==> config.mk <==
export PLATFORM = sky130hd
export DESIGN_NAME = lvds_align_ctrl
export DESIGN_NICKNAME = d
export VERILOG_FILES = /design/src/rtl/lvds_align_ctrl.sv
export SDC_FILE = /design/constraint.sdc
export NUM_CORES = 1
export LEC_CHECK = 0
export CORE_MARGIN = 10
export CORE_UTILIZATION = 50
export DETAILED_ROUTE_END_ITERATION = 8
export GPL_TIMING_DRIVEN = 0
export PLACE_DENSITY = 0.79
export SLEW_MARGIN = 20
export SYNTH_ARGS = -nofsm -noshare
export SYNTH_HDL_FRONTEND = slang
export SYNTH_SLANG_ARGS = --single-unit
==> constraint.sdc <==
create_clock -name clk -period 2.7 [get_ports clk]
set_clock_uncertainty 0.2 [all_clocks]
set_input_delay 0.405 -clock clk [delete_from_list [all_inputs] [get_ports clk]]
set_output_delay 0.405 -clock clk [all_outputs]
set_load 0.1 [all_outputs]
==> src/rtl/lvds_align_ctrl.sv <==
// Word-alignment controller: pulses bitslip until the deserialized word shows the training
// pattern for MATCH_CNT consecutive cycles. Define LVDS_ALIGN_RETRY_EN for automatic retry after FAIL.
module lvds_align_ctrl #(
   parameter int               WIDTH       = 8,
   parameter logic [WIDTH-1:0] PATTERN     = 8'hA5,
   parameter int               SETTLE      = 4,
   parameter int               MATCH_CNT   = 16,
   parameter int               RETRY_DELAY = 256
) (
   input  logic                   clk,
   input  logic                   reset,
   input  logic                   start,
   input  logic [WIDTH-1:0]       train_data,
   output logic                   bitslip,
   output logic                   busy,
   output logic                   locked,
   output logic                   fail,
   output logic [$clog2(WIDTH):0] slip_count
);
   localparam int SCW = $clog2(WIDTH) + 1;
   localparam int STW = $clog2(SETTLE + 1);
   localparam int MCW = $clog2(MATCH_CNT + 1);
   localparam logic [SCW-1:0] SLIP_LAST   = SCW'(WIDTH - 1);
   localparam logic [STW-1:0] SETTLE_DONE = STW'(SETTLE);
   localparam logic [MCW-1:0] MATCH_LAST  = MCW'(MATCH_CNT - 1);

   if (SETTLE < 1 || MATCH_CNT < 1 || RETRY_DELAY < 1) begin : g_param_check
      $error("lvds_align_ctrl: SETTLE, MATCH_CNT and RETRY_DELAY must all be at least 1");
   end

   typedef enum logic [2:0] {
      ST_IDLE, ST_SETTLE, ST_CHECK, ST_SLIP, ST_LOCKED, ST_FAIL
   } state_t;

   state_t           state_q;
   logic [STW-1:0]   settle_cnt_q;
   logic [MCW-1:0]   match_cnt_q;
   logic [SCW-1:0]   slip_cnt_q;
   logic             bitslip_q;
   logic             busy_q;
   logic             locked_q;
   logic             fail_q;
   logic             start_ok;
   logic             restart;

   // start is only honoured from a resting state; while busy it is dropped, not queued
   assign start_ok = start && (state_q == ST_IDLE || state_q == ST_LOCKED || state_q == ST_FAIL);

`ifdef LVDS_ALIGN_RETRY_EN
   localparam int RTW = $clog2(RETRY_DELAY + 1);
   localparam logic [RTW-1:0] RETRY_LAST = RTW'(RETRY_DELAY - 1);
   logic [RTW-1:0] retry_cnt_q;

   assign restart = start_ok || (state_q == ST_FAIL && retry_cnt_q == RETRY_LAST);

   always_ff @(posedge clk) begin
      if (reset || state_q != ST_FAIL) begin
         retry_cnt_q <= '0;
      end else begin
         retry_cnt_q <= retry_cnt_q + 1'b1;
      end
   end
`else
   assign restart = start_ok;
`endif

   always_ff @(posedge clk) begin
      if (reset) begin
         state_q      <= ST_IDLE;
         settle_cnt_q <= '0;
         match_cnt_q  <= '0;
         slip_cnt_q   <= '0;
         bitslip_q    <= 1'b0;
         busy_q       <= 1'b0;
         locked_q     <= 1'b0;
         fail_q       <= 1'b0;
      end else begin
         bitslip_q <= 1'b0;
         if (restart) begin
            state_q      <= ST_SETTLE;
            settle_cnt_q <= '0;
            match_cnt_q  <= '0;
            slip_cnt_q   <= '0;
            busy_q       <= 1'b1;
            locked_q     <= 1'b0;
            fail_q       <= 1'b0;
         end else begin
            case (state_q)
               ST_SETTLE: begin
                  if (settle_cnt_q == SETTLE_DONE) begin
                     state_q     <= ST_CHECK;
                     match_cnt_q <= '0;
                  end else begin
                     settle_cnt_q <= settle_cnt_q + 1'b1;
                  end
               end
               ST_CHECK: begin
                  if (train_data == PATTERN) begin
                     if (match_cnt_q == MATCH_LAST) begin
                        state_q  <= ST_LOCKED;
                        locked_q <= 1'b1;
                        busy_q   <= 1'b0;
                     end else begin
                        match_cnt_q <= match_cnt_q + 1'b1;
                     end
                  end else begin
                     match_cnt_q <= '0;
                     if (slip_cnt_q == SLIP_LAST) begin
                        state_q <= ST_FAIL;
                        fail_q  <= 1'b1;
                        busy_q  <= 1'b0;
                     end else begin
                        state_q    <= ST_SLIP;
                        bitslip_q  <= 1'b1;
                        slip_cnt_q <= slip_cnt_q + 1'b1;
                     end
                  end
               end
               ST_SLIP: begin
                  // the slip cycle itself is the first settling cycle of the new position
                  state_q      <= ST_SETTLE;
                  settle_cnt_q <= STW'(1);
               end
               ST_IDLE, ST_LOCKED, ST_FAIL: ;
               default: state_q <= ST_IDLE;
            endcase
         end
      end
   end

   assign bitslip    = bitslip_q;
   assign busy       = busy_q;
   assign locked     = locked_q;
   assign fail       = fail_q;
   assign slip_count = slip_cnt_q;

endmodule

## Yosys cells after proc, flatten, opt, wreduce, memory -nomap -nowiden

Cells that the tools add are included.

- Bits in latches: 0
- Bits of input ports: 11
- Output and inout port bits: 8
- Word-level logic and storage cells: 70
- ROM bits: 0
- Bits in registers: 19
- Bits in writable memories: 0
- Memories: 0

- Equal/unequal tests: 17
- Shift operators: 0
- Multiplexer cells: 18
- Reduce and logical (&&, ||, !) cells: 19
- Div/mod/pow operators: 0
- Order comparisons: 0
- Add/subtract/negate cells: 3
- Bitwise gates (word level): 4
- Multiply operators: 0

Operator list:

| cell | count |
|---|---|
| $reduce_and A3 Y1 | 7 |
| $mux W3 | 5 |
| $mux W5 | 3 |
| $pmux W3 S4 | 1 |
| $pmux W5 S2 | 1 |
| $eq A3 B3 Y1 const B | 3 |
| $ne A3 B3 Y1 const B | 3 |
| $eq A8 B8 Y1 const B | 1 |
| $mux W1 | 7 |
| $eq A3 B2 Y1 const B | 2 |
| $ne A2 B2 Y1 const B | 3 |
| $pmux W3 S2 | 1 |
| $reduce_bool A2 Y1 | 3 |
| $add A5 B1 Y5 const B | 1 |
| $eq A5 B4 Y1 const B | 1 |
| $add A4 B1 Y4 const B | 1 |
| $eq A4 B3 Y1 const B | 1 |
| $ne A4 B4 Y1 const B | 1 |
| $not A1 Y1 | 4 |
| $reduce_or A4 Y1 | 1 |
| $add A3 B1 Y3 const B | 1 |
| $eq A3 B1 Y1 const B | 1 |
| $logic_not A3 Y1 | 1 |
| $ne A3 B2 Y1 const B | 1 |
| other kinds (6) | 7 |

## Logic depth before layout (Yosys ltp)

Gate-level depths: netlist (run 1).

- Depth in word-level cells: 6
- Gate-level depth with buffers: 6

## Worst setup path before layout (run 1)

No wires, ideal clock.

- Path type: register to register
- Start point: register slip_cnt_q[3], in the netlist slip_count[3]
- End point: register slip_cnt_q[3], in the netlist slip_count[3]
- Arrival time: 1.996 ns
- Setup slack: 0.433 ns
- Library setup time: 0.071 ns
- Clock period less this slack: 2.267 ns
- Data required time: 2.429 ns
- Stages on the path, launching flop included: 5
- Cell sequence: dfxtp_1 -> and3b_1 -> a211o_1 -> or3_1 -> a21oi_1

- Longest elaborated chain between the ends: 3

RTL lines:

| item | RTL line | RTL |
|---|---|---|
| start, declared | 38 | `logic [SCW-1:0] slip_cnt_q;` |
| start signal, assigned | 115 | `slip_cnt_q <= slip_cnt_q + 1'b1;` |
| branches (longest 3 deep; another with $add A4 B1 Y4) | -- |  |

Parallel ways; which one is timed is not known.
A chain may end at the register's enable or synchronous reset.

## Worst setup path in the final report (run 1)

- Start point: register slip_cnt_q[2], in the netlist slip_count[2]
- End point: output slip_count[2]

RTL lines:

| item | RTL line | RTL |
|---|---|---|
| end, declared | 18 | `output logic [$clog2(WIDTH):0] slip_count` |

No word-level cell between the ends.

==> impl_metrics.tcl, run 1 <==
set metrics [dict create \
    num-nets-final 150 \
    whs_ns 0.259 \
    top_layer "met4" \
    layout_min_cycle_time_ns 2.51 \
    combPwrFrac_pct 11.0 \
    drc 0 \
    synth_cell_type_count 39 \
    route.vias.total 897 \
    cpPeakStageDelay_ns 1.17 \
    synth.avg_cell_area_um2 8.85 \
    synth_nets 127 \
    dp.cells 154 \
    cap_violations 0 \
    layoutNonFillerInstCount 158 \
    die_h_um 64.3 \
    reg2reg_to "match_cnt_q[2]" \
    grt_max_degree 12 \
    crit_family "buffers and inverters" \
    ys_ff_latch 19 \
    r2r_cells 6 \
    synth-warning-count 0 \
    place_congestion 0.842 \
    ant_nets 0 \
    power_leakage_nw 0.482 \
    die-area_um2 4140 \
    grt-ovfl-total 0 \
    crit_buf_inv 1 \
    avgRoutedWirePerCell_um 14.0 \
    p_seq_share_pct 58.9 \
    drt_first_pass_iters 4 \
    wl_met2_mm 1.05 \
    cts_tree "done" \
    worstMarginPinSlew_ns 0.981 \
    start_kind "flip-flop" \
    cts_buffers 3 \
    clock_latency_ns 0.31 \
    setup_viol 0 \
    r2r_setup_slack_ns 0.61 \
    post_cts_resize_count 0 \
    max-slew-margin-rel_pct 34.4 \
    p_int_uw 364 \
    power_uw 489 \
    hold-path-endpoint "locked" \
    cts_setup_buffers 0 \
    totalWireLength_mm 2.21 \
    crit_arrival_ns 1.90 \
    critPathMaxFanout 5 \
    critical_path.cell_chain "clkdlybuf4s50_1" \
    wl_met1_um 944 \
    grt_pass1_vias 825 \
    peakVddDrop_uv 407 \
    cts_root_buf "clkbuf_4" \
    rsz0062_at_grt "false" \
    io_buffers 18 \
    tns_ns 0 \
    postSynthCellCount 111 \
    endpoint_kind "output pin" \
    hold_viol 0 \
    cts_sinks 19 \
    ioPinCount 19 \
    dp_hpwl_mm 1.68 \
    start_util_pct 54.5 \
    antenna_cells 0 \
    antenna_found_initial 0 \
    power_density_nw_per_um2 400 \
    clk_pin_slew_ns 0.11 \
    hold_depth 2 \
    worst_hold_path_type "flip-flop to flip-flop" \
    drtIter0Drc 40 \
    hold_buffers 0 \
    switching_share_pct 25.6 \
    routed_via_density 5.68 \
    area_growth_pct 24.3 \
    drive_gt1_share_pct 9.77 \
    clock.fmax_mhz 399 \
    routed-wl-met3_um 188 \
    reg2reg_from "match_cnt_q[0]" \
    cts_buffer_depth 2 \
    status "finished, final reports clean" \
    p_sw_uw 125 \
    clock_power_share_pct 30.1 \
    grt_pass1_wl_mm 3.66 \
    min_from "locked" \
    critical_path_class "flip-flop to output pin" \
    slew_viol_final 0 \
    final.period_utilization_pct 92.8 \
    syn_area_um2 982 \
    dieWidth_um 64.3 \
    ys_seq_area_share_pct 38.7 \
    num_rows 15 \
    cp_slowest_cell "clkdlybuf4s50_1" \
    grtUsageTotal_pct 11.0 \
    coreArea_um2 1800 \
    required_ns 2.10 \
    ctsHtreeMaxLevel 1 \
]
layout by cell type (no fill, tap or decap), types with 4 or more instances in the layout:
| cell type | Yosys | final |
|---|---|---|
| nand3_1 | 5 | 5 |
| clkdlybuf4s50_1 | 0 | 18 |
| nor2_1 | 7 | 7 |
| nand2_1 | 6 | 6 |
| inv_1 | 7 | 7 |
| nand2b_1 | 4 | 4 |
| a21oi_1 | 10 | 10 |
| a31oi_1 | 4 | 4 |
| dfxtp_1 | 19 | 19 |
| ha_1 | 5 | 5 |
per-layer routing:
metal	track usage (%)	vias up
met4	4.28	0
met3	5.75	5
li1	-	452
met5	0	-
met1	11.4	418
met2	18.2	22
registers in the layout, summed over array words and instances (netlist names):
register,cells
state_q,3
match_cnt_q,5
settle_cnt_q,3
fail,1
slip_count,4
locked,1
bitslip,1
busy,1
Yosys cell counts:
cell       count  share of area [%]
dfxtp_1       19                 39
a211oi_1       3                2.3
a32oi_1        1               0.89
a211o_1        1               0.89
inv_1          7                2.7
nor4bb_1       2                2.0
a2111oi_0      1               0.89
or2_2          1               0.64
a22o_1         2                1.8
o311a_1        1                1.0
nor3b_2        1                1.3
a211oi_2       1                1.3
nor2b_1        2                1.3
a21oi_1       10                5.1
clkbuf_1       1               0.38
mux2_1         1                1.1
nor3_1         3                1.5
nand2b_1       4                2.5
o21bai_1       1               0.76
mux2_2         1                1.1
or3b_4         1                1.1
or3_1          1               0.64
a221oi_1       1               0.89
nand4_1        1               0.64
nor2_1         7                2.7
a31oi_1        4                2.5
o31a_1         1               0.89
nand4b_1       1               0.89
o21ai_0        3                1.5
buf_2          3                1.5
nand3_1        5                2.5
a21o_1         3                2.3
or3b_2         1               0.89
o21a_1         2                1.5
xnor2_1        1               0.89
and3_1         1               0.64
ha_1           5                6.4
and3b_1        1               0.89
nand2_1        6                2.3
final cells by class:
class	instances	area (µm²)
clock inverters	1	5.00
repair buffers	18	180
inverters	7	26.3
multi-input cells	81	557
flip-flops and latches	19	380
clock buffers	3	22.5
plain buffers	4	18.8
fillers	159	581
well taps	25	31.3
how the worst max path moves through the flow:
stage | from | to | slack [ns] | depth (start not counted)
6_report | slip_count[2] | slip_count[2] | 0.19 | 1
5_1_grt | slip_count[2] | slip_count[2] | 0.13 | 1
4_1_cts | slip_count[0] | slip_count[0] | 0.19 | 1
3_5_place_dp | train_data[2] | match_cnt_q[0] | 0.39 | 6
3_3_place_gp | train_data[2] | match_cnt_q[0] | 0.37 | 6
2_1_floorplan | slip_count[3] | slip_count[3] | 0.43 | 4
logic make-up after synthesis:
family / count (synthesis) / synth area share, %
fa+ha+maj: 5 / 6.37
mux: 2 / 2.29
buf+inv: 11 / 4.59
compound gates: 35 / 24.6
xor+xnor: 1 / 0.892
flops: 19 / 38.7
simple gates: 38 / 22.5
worst min-delay path, stage by stage (launching register included):
cell,delay [ns]
dfxtp_1,0.33
inv_1,0.05
a21oi_1,0.05
power groups by stage:
stage / Clock [mW] / Combinational, mW / Sequential, mW
after floorplan: 0 / 0.0220 / 0.302
after global placement: 0 / 0.0527 / 0.294
after detailed placement: 0 / 0.0532 / 0.294
after CTS: 0.153 / 0.0535 / 0.288
after global routing: 0.159 / 0.0582 / 0.289
final: 0.147 / 0.0535 / 0.288
through the flow:
stage	instance area [µm²]	utilization [%]	worst slack [ns]
2_1_floorplan	982	-	0.433
3_3_place_gp	1190	66.3	0.367
3_5_place_dp	1190	66.3	0.388
4_1_cts	1220	67.8	0.189
5_1_grt	1220	67.8	0.132
6_report	1220	67.8	0.195
Note: power is estimated with default switching activity, not from simulation.
==> run 2, diff against run 1 <==
CORE_UTILIZATION = 46   (was 50)
PLACE_DENSITY = 0.74   (was 0.79)
==> run 2 against run 1 <==
Count of clock-buffer cells in the layout is 1 higher; maximum frequency is 0.52% higher; critical path type unchanged; total power is 0.74% lower; worst setup slack better by 0.013 ns; cell count is 1.3% higher; design area is 0.10% higher; non-clock buffer count stayed put; wire length is 0.32% lower; first-iteration DRC count is 60% higher; die area is 6.0% higher; combinational power hardly changed; clock power hardly changed.
==> impl_metrics.tcl, run 2 (same netlist as run 1, synthesis figures left out) <==
set metrics [dict create \
    hold_viol 0 \
    final.period_utilization_pct 92.3 \
    p_int_uw 366 \
    critical_path_class "flip-flop to output pin" \
    cts_tree "done" \
    met2_usage_pct 17.3 \
    critical_path.cell_chain "clkdlybuf4s50_1" \
    slew_viol_final 0 \
    power_density_nw_per_um2 397 \
    worst_slack_ns 0.208 \
    clock.fmax_mhz 401 \
    cts_root_buf "clkbuf_4" \
    num_rows 16 \
    status "finished, final reports clean" \
    global_route.usage.met1_pct 12.4 \
    place_ws_ns 0.369 \
    worst_hold_path_type "flip-flop to flip-flop" \
    die_h_um 66.2 \
    place_congestion 0.864 \
    cts_buffers 3 \
    cts_sinks 19 \
    layout_min_cycle_time_ns 2.49 \
    rsz0062_at_grt "false" \
    dieWidth_um 66.2 \
    drc 0 \
    start_util_pct 49.1 \
    clock_power_share_pct 29.7 \
    io_buffers 18 \
    largest_register_ffs 5 \
    multiInputGateArea_um2 557 \
    final_cell_mix "19 x dfxtp_1, 18 x clkdlybuf4s50_1, 10 x a21oi_1" \
    coreArea_um2 2000 \
    cpPeakStageDelay_ns 1.17 \
    grtUsageTotal_pct 11.0 \
    top_usage_layer "met2" \
    drt_first_pass_iters 4 \
    peakVddDrop_uv 298 \
    required_ns 2.10 \
    max-slew-margin-rel_pct 34.5 \
    clk_pin_slew_ns 0.10 \
    dp.cells 156 \
    layoutNonFillerInstCount 160 \
    critPathMaxFanout 5 \
    combPwrFrac_pct 11.0 \
    clock_latency_ns 0.30 \
    fin_area_um2 1220 \
    hold_buffers 0 \
    ioPinCount 19 \
    grt_pass1_wl_mm 3.88 \
    cts_buffer_depth 2 \
    layout_commonest_cell "dfxtp_1" \
    avgRoutedWirePerCell_um 13.8 \
    fill_cells 172 \
    route.vias.total 895 \
    crit_arrival_ns 1.89 \
    post_cts_resize_count 0 \
    cp_slowest_cell "clkdlybuf4s50_1" \
    drive_gt1_share_pct 9.02 \
    num-nets-final 150 \
    totalWireLength_mm 2.21 \
    p_sw_uw 119 \
    worstMarginPinSlew_ns 0.979 \
    antenna_found_initial 0 \
    drtIter0Drc 64 \
    tns_ns 0 \
    regArea_um2 380 \
    ctsHtreeMaxLevel 1 \
    met3_usage_pct 3.73 \
    ant_nets 0 \
    switching_share_pct 24.6 \
    area_growth_pct 24.5 \
    dp_hpwl_mm 1.70 \
    crit_family "buffers and inverters" \
    regMostFlops "match_cnt_q" \
    grt-ovfl-total 0 \
    cts_setup_buffers 0 \
    cap_violations 0 \
    crit_buf_inv 1 \
    grt_max_degree 11 \
    grt_pass1_vias 887 \
    antenna_cells 0 \
    start_kind "flip-flop" \
    p_seq_share_pct 59.3 \
    power_leakage_nw 0.479 \
    routed_via_density 5.59 \
    placed_cell_area_um2 1200 \
    die-area_um2 4380 \
    setup_viol 0 \
    endpoint_kind "output pin" \
]
==> run 2: changes by cell type in the layout (fill, tap and decap cells not counted), sizes merged <==
cell,previous run,this run
clkbuf,4,5
clkinv,1,0
==> run 2: final timing paths <==
path | from | endpoint | slack, ns | cells past startpoint
setup / recovery | slip_count[2] | slip_count[2] | 0.21 | 1
hold / removal | locked | locked | 0.26 | 2
setup reg to reg | match_cnt_q[0] | match_cnt_q[2] | 0.63 | 6
hold reg to reg | locked | locked | 0.26 | 2
==> run 2: worst reg2reg max path, cell delays in order, from the launching register on <==
cell and delay, ns:
dfxtp_1 0.34, ha_1 0.22, and3_1 0.19, ha_1 0.25, or3b_2 0.46, a211oi_1 0.25, a21o_1 0.11
==> run 2: through the flow <==
step / hold WS, ns / power [mW] / util, %
after floorplan: 0.249 / 0.324 / -
after global placement: 0.242 / 0.346 / 59.8
after detailed placement: 0.257 / 0.348 / 59.8
after CTS: 0.275 / 0.487 / 61.1
after global routing: 0.298 / 0.504 / 61.1
final: 0.263 / 0.485 / 61.1
==> run 2: cell type report <==
cell class              instances  area share (%)
plain buffers                   4            1.54
inverters                       7            2.15
multi-input cells              81            45.5
clock buffers                   4            2.15
flip-flops and latches         19            31.1
repair buffers                 18            14.7
well taps                      27            2.76
==> run 2: power groups by stage <==
| stage | Clock [mW] | Sequential, mW | Combinational, mW |
|---|---|---|---|
| 2_1_floorplan | 0 | 0.302 | 0.0220 |
| 3_3_place_gp | 0 | 0.294 | 0.0526 |
| 3_5_place_dp | 0 | 0.294 | 0.0536 |
| 4_1_cts | 0.145 | 0.288 | 0.0538 |
| 5_1_grt | 0.157 | 0.289 | 0.0580 |
| 6_report | 0.144 | 0.288 | 0.0535 |
==> run 2: layer usage <==
layer	vias up	routed length, µm
met4	0	69
met2	22	1080
met1	411	970
li1	454	-
met5	-	0
met3	8	81
==> run 3, diff against run 2 <==
--- a/config.mk
+++ b/config.mk
@@ -6,4 +6,5 @@
 export NUM_CORES = 1
 export LEC_CHECK = 0
+export CAP_MARGIN = 0
 export CORE_MARGIN = 10
 export CORE_UTILIZATION = 46
==> constraint.sdc (replaced) <==
create_clock -name clk -period 2.7 [get_ports clk]
set_clock_uncertainty 0.2 [all_clocks]
set_input_delay 0.81 -clock clk [delete_from_list [all_inputs] [get_ports clk]]
set_output_delay 0.81 -clock clk [all_outputs]
set_load 0.1 [all_outputs]
==> run 3 against run 2 <==
Critical path depth unchanged; clock power about the same; combinational power down 2%; first-iteration DRC count up 1.6%; wire length down 0.41%; die area unchanged; cell count unchanged; flip-flop and latch count unchanged; worst setup slack worse by 0.12 ns; largest cell class unchanged.
==> impl_metrics.tcl, run 3 (same netlist as run 1, synthesis figures left out) <==
set metrics [dict create \
    layoutNonFillerInstCount 160 \
    p_int_uw 365 \
    slew_viol_final 0 \
    area_growth_pct 23.4 \
    grt_max_degree 11 \
    drive_gt1_share_pct 9.02 \
    place_congestion 0.864 \
    critical_path.cell_chain "dlygate4sd2_1" \
    cts_tree "done" \
    totalWireLength_mm 2.20 \
    p_seq_share_pct 59.4 \
    crit_arrival_ns 1.60 \
    ant_nets 0 \
    max-slew-margin-rel_pct 35.6 \
    die_h_um 66.2 \
    cpPeakStageDelay_ns 0.88 \
    cts_root_buf "clkbuf_4" \
    endpoint_kind "output pin" \
    antenna_found_initial 0 \
    hold_viol 0 \
    setup_viol 0 \
    crit_buf_inv 1 \
    p_sw_uw 119 \
    drc 0 \
    cts_sinks 19 \
    cp_slowest_cell "dlygate4sd2_1" \
    crit_family "buffers and inverters" \
    dieWidth_um 66.2 \
    ioPinCount 19 \
    post_cts_resize_count 8 \
    final.period_utilization_pct 96.6 \
    grt_pass1_vias 887 \
    dp_hpwl_mm 1.70 \
    fin_util_pct 60.6 \
    drt_first_pass_iters 4 \
    avgRoutedWirePerCell_um 13.7 \
    critical_path_class "flip-flop to output pin" \
    coreArea_um2 2000 \
    switching_share_pct 24.6 \
    cts_buffer_depth 2 \
    start_util_pct 49.1 \
    dp.cells 156 \
    cts_buffers 3 \
    io_buffers 18 \
    cts_setup_buffers 0 \
    critPathMaxFanout 5 \
    grt-ovfl-total 0 \
    clock_power_share_pct 29.7 \
    drtIter0Drc 65 \
    largest_register_ffs 5 \
    grtUsageTotal_pct 11.1 \
    cap_violations 0 \
    regMostFlops "match_cnt_q" \
    die-area_um2 4380 \
    worstMarginPinSlew_ns 0.970 \
    peakVddDrop_uv 297 \
    antenna_cells 0 \
    hold_buffers 0 \
    required_ns 1.69 \
    start_kind "flip-flop" \
    layout_commonest_cell "dfxtp_1" \
    rsz0062_at_grt "false" \
    clock_latency_ns 0.30 \
    power_density_nw_per_um2 399 \
    final_cell_mix "19 x dfxtp_1, 10 x a21oi_1, 10 x clkdlybuf4s50_1" \
    power_leakage_nw 0.516 \
    routed_via_density 5.63 \
    clk_pin_slew_ns 0.10 \
    fill_cells 176 \
    layout_min_cycle_time_ns 2.61 \
    combPwrFrac_pct 10.9 \
    status "finished, final reports clean" \
    worst_hold_path_type "flip-flop to flip-flop" \
    num-nets-final 150 \
    num_rows 16 \
    clock.fmax_mhz 383 \
    grt_pass1_wl_mm 3.90 \
    ctsHtreeMaxLevel 1 \
    route.vias.total 900 \
]
-- run 3: power groups by stage --
stage | Sequential (mW) | Clock, mW | Combinational, mW
after floorplan | 0.302 | 0 | 0.0220
after global placement | 0.294 | 0 | 0.0526
after detailed placement | 0.294 | 0 | 0.0536
after CTS | 0.288 | 0.145 | 0.0530
after global routing | 0.289 | 0.157 | 0.0571
final | 0.287 | 0.144 | 0.0526
-- run 3: final cells by class --
class / count / area, µm² / share of cell area, %
Buffer: 4 / 18.8 / 1.55
Multi-Input combinational cell: 81 / 557 / 45.9
Inverter: 7 / 26.3 / 2.17
Timing Repair Buffer: 18 / 170 / 14.0
Clock buffer: 4 / 26.3 / 2.17
Sequential cell: 19 / 380 / 31.4
Tap cell: 27 / 33.8 / 2.79
-- run 3: layer usage --
metal / GRT usage, % / share of wire [%] / vias up
li1: - / - / 454
met1: 12.5 / 44 / 416
met2: 17.3 / 49 / 22
met3: 3.73 / 3.6 / 8
met4: 7.07 / 3.1 / 0
met5: 0 / 0 / -
-- run 3: worst min-delay path: stages (launching register included) --
cell     delay [ns]
dfxtp_1        0.32
inv_1          0.05
a21oi_1        0.05
-- run 3: worst paths after layout --
| path | startpoint | to | slack, ns | cells past startpoint |
|---|---|---|---|---|
| worst max-delay path | slip_count[2] | slip_count[2] | 0.09 | 1 |
| worst min-delay path | locked | locked | 0.26 | 2 |
| worst max register to register | match_cnt_q[0] | match_cnt_q[2] | 0.63 | 6 |
| worst min register to register | locked | locked | 0.26 | 2 |
-- run 3: metrics by stage --
step / setup TNS (ns) / total power [mW] / cell area [µm²] / setup WS [ns] / hold WS, ns
4_1_cts: 0 / 0.486 / 1210 / 0.0851 / 0.273
3_3_place_gp: -0.0240 / 0.346 / 1200 / -0.0157 / 0.242
2_1_floorplan: 0 / 0.324 / 982 / 0.433 / 0.249
6_report: 0 / 0.484 / 1210 / 0.0920 / 0.260
5_1_grt: 0 / 0.503 / 1210 / 0.0396 / 0.295
3_5_place_dp: -0.0434 / 0.348 / 1200 / -0.0363 / 0.257
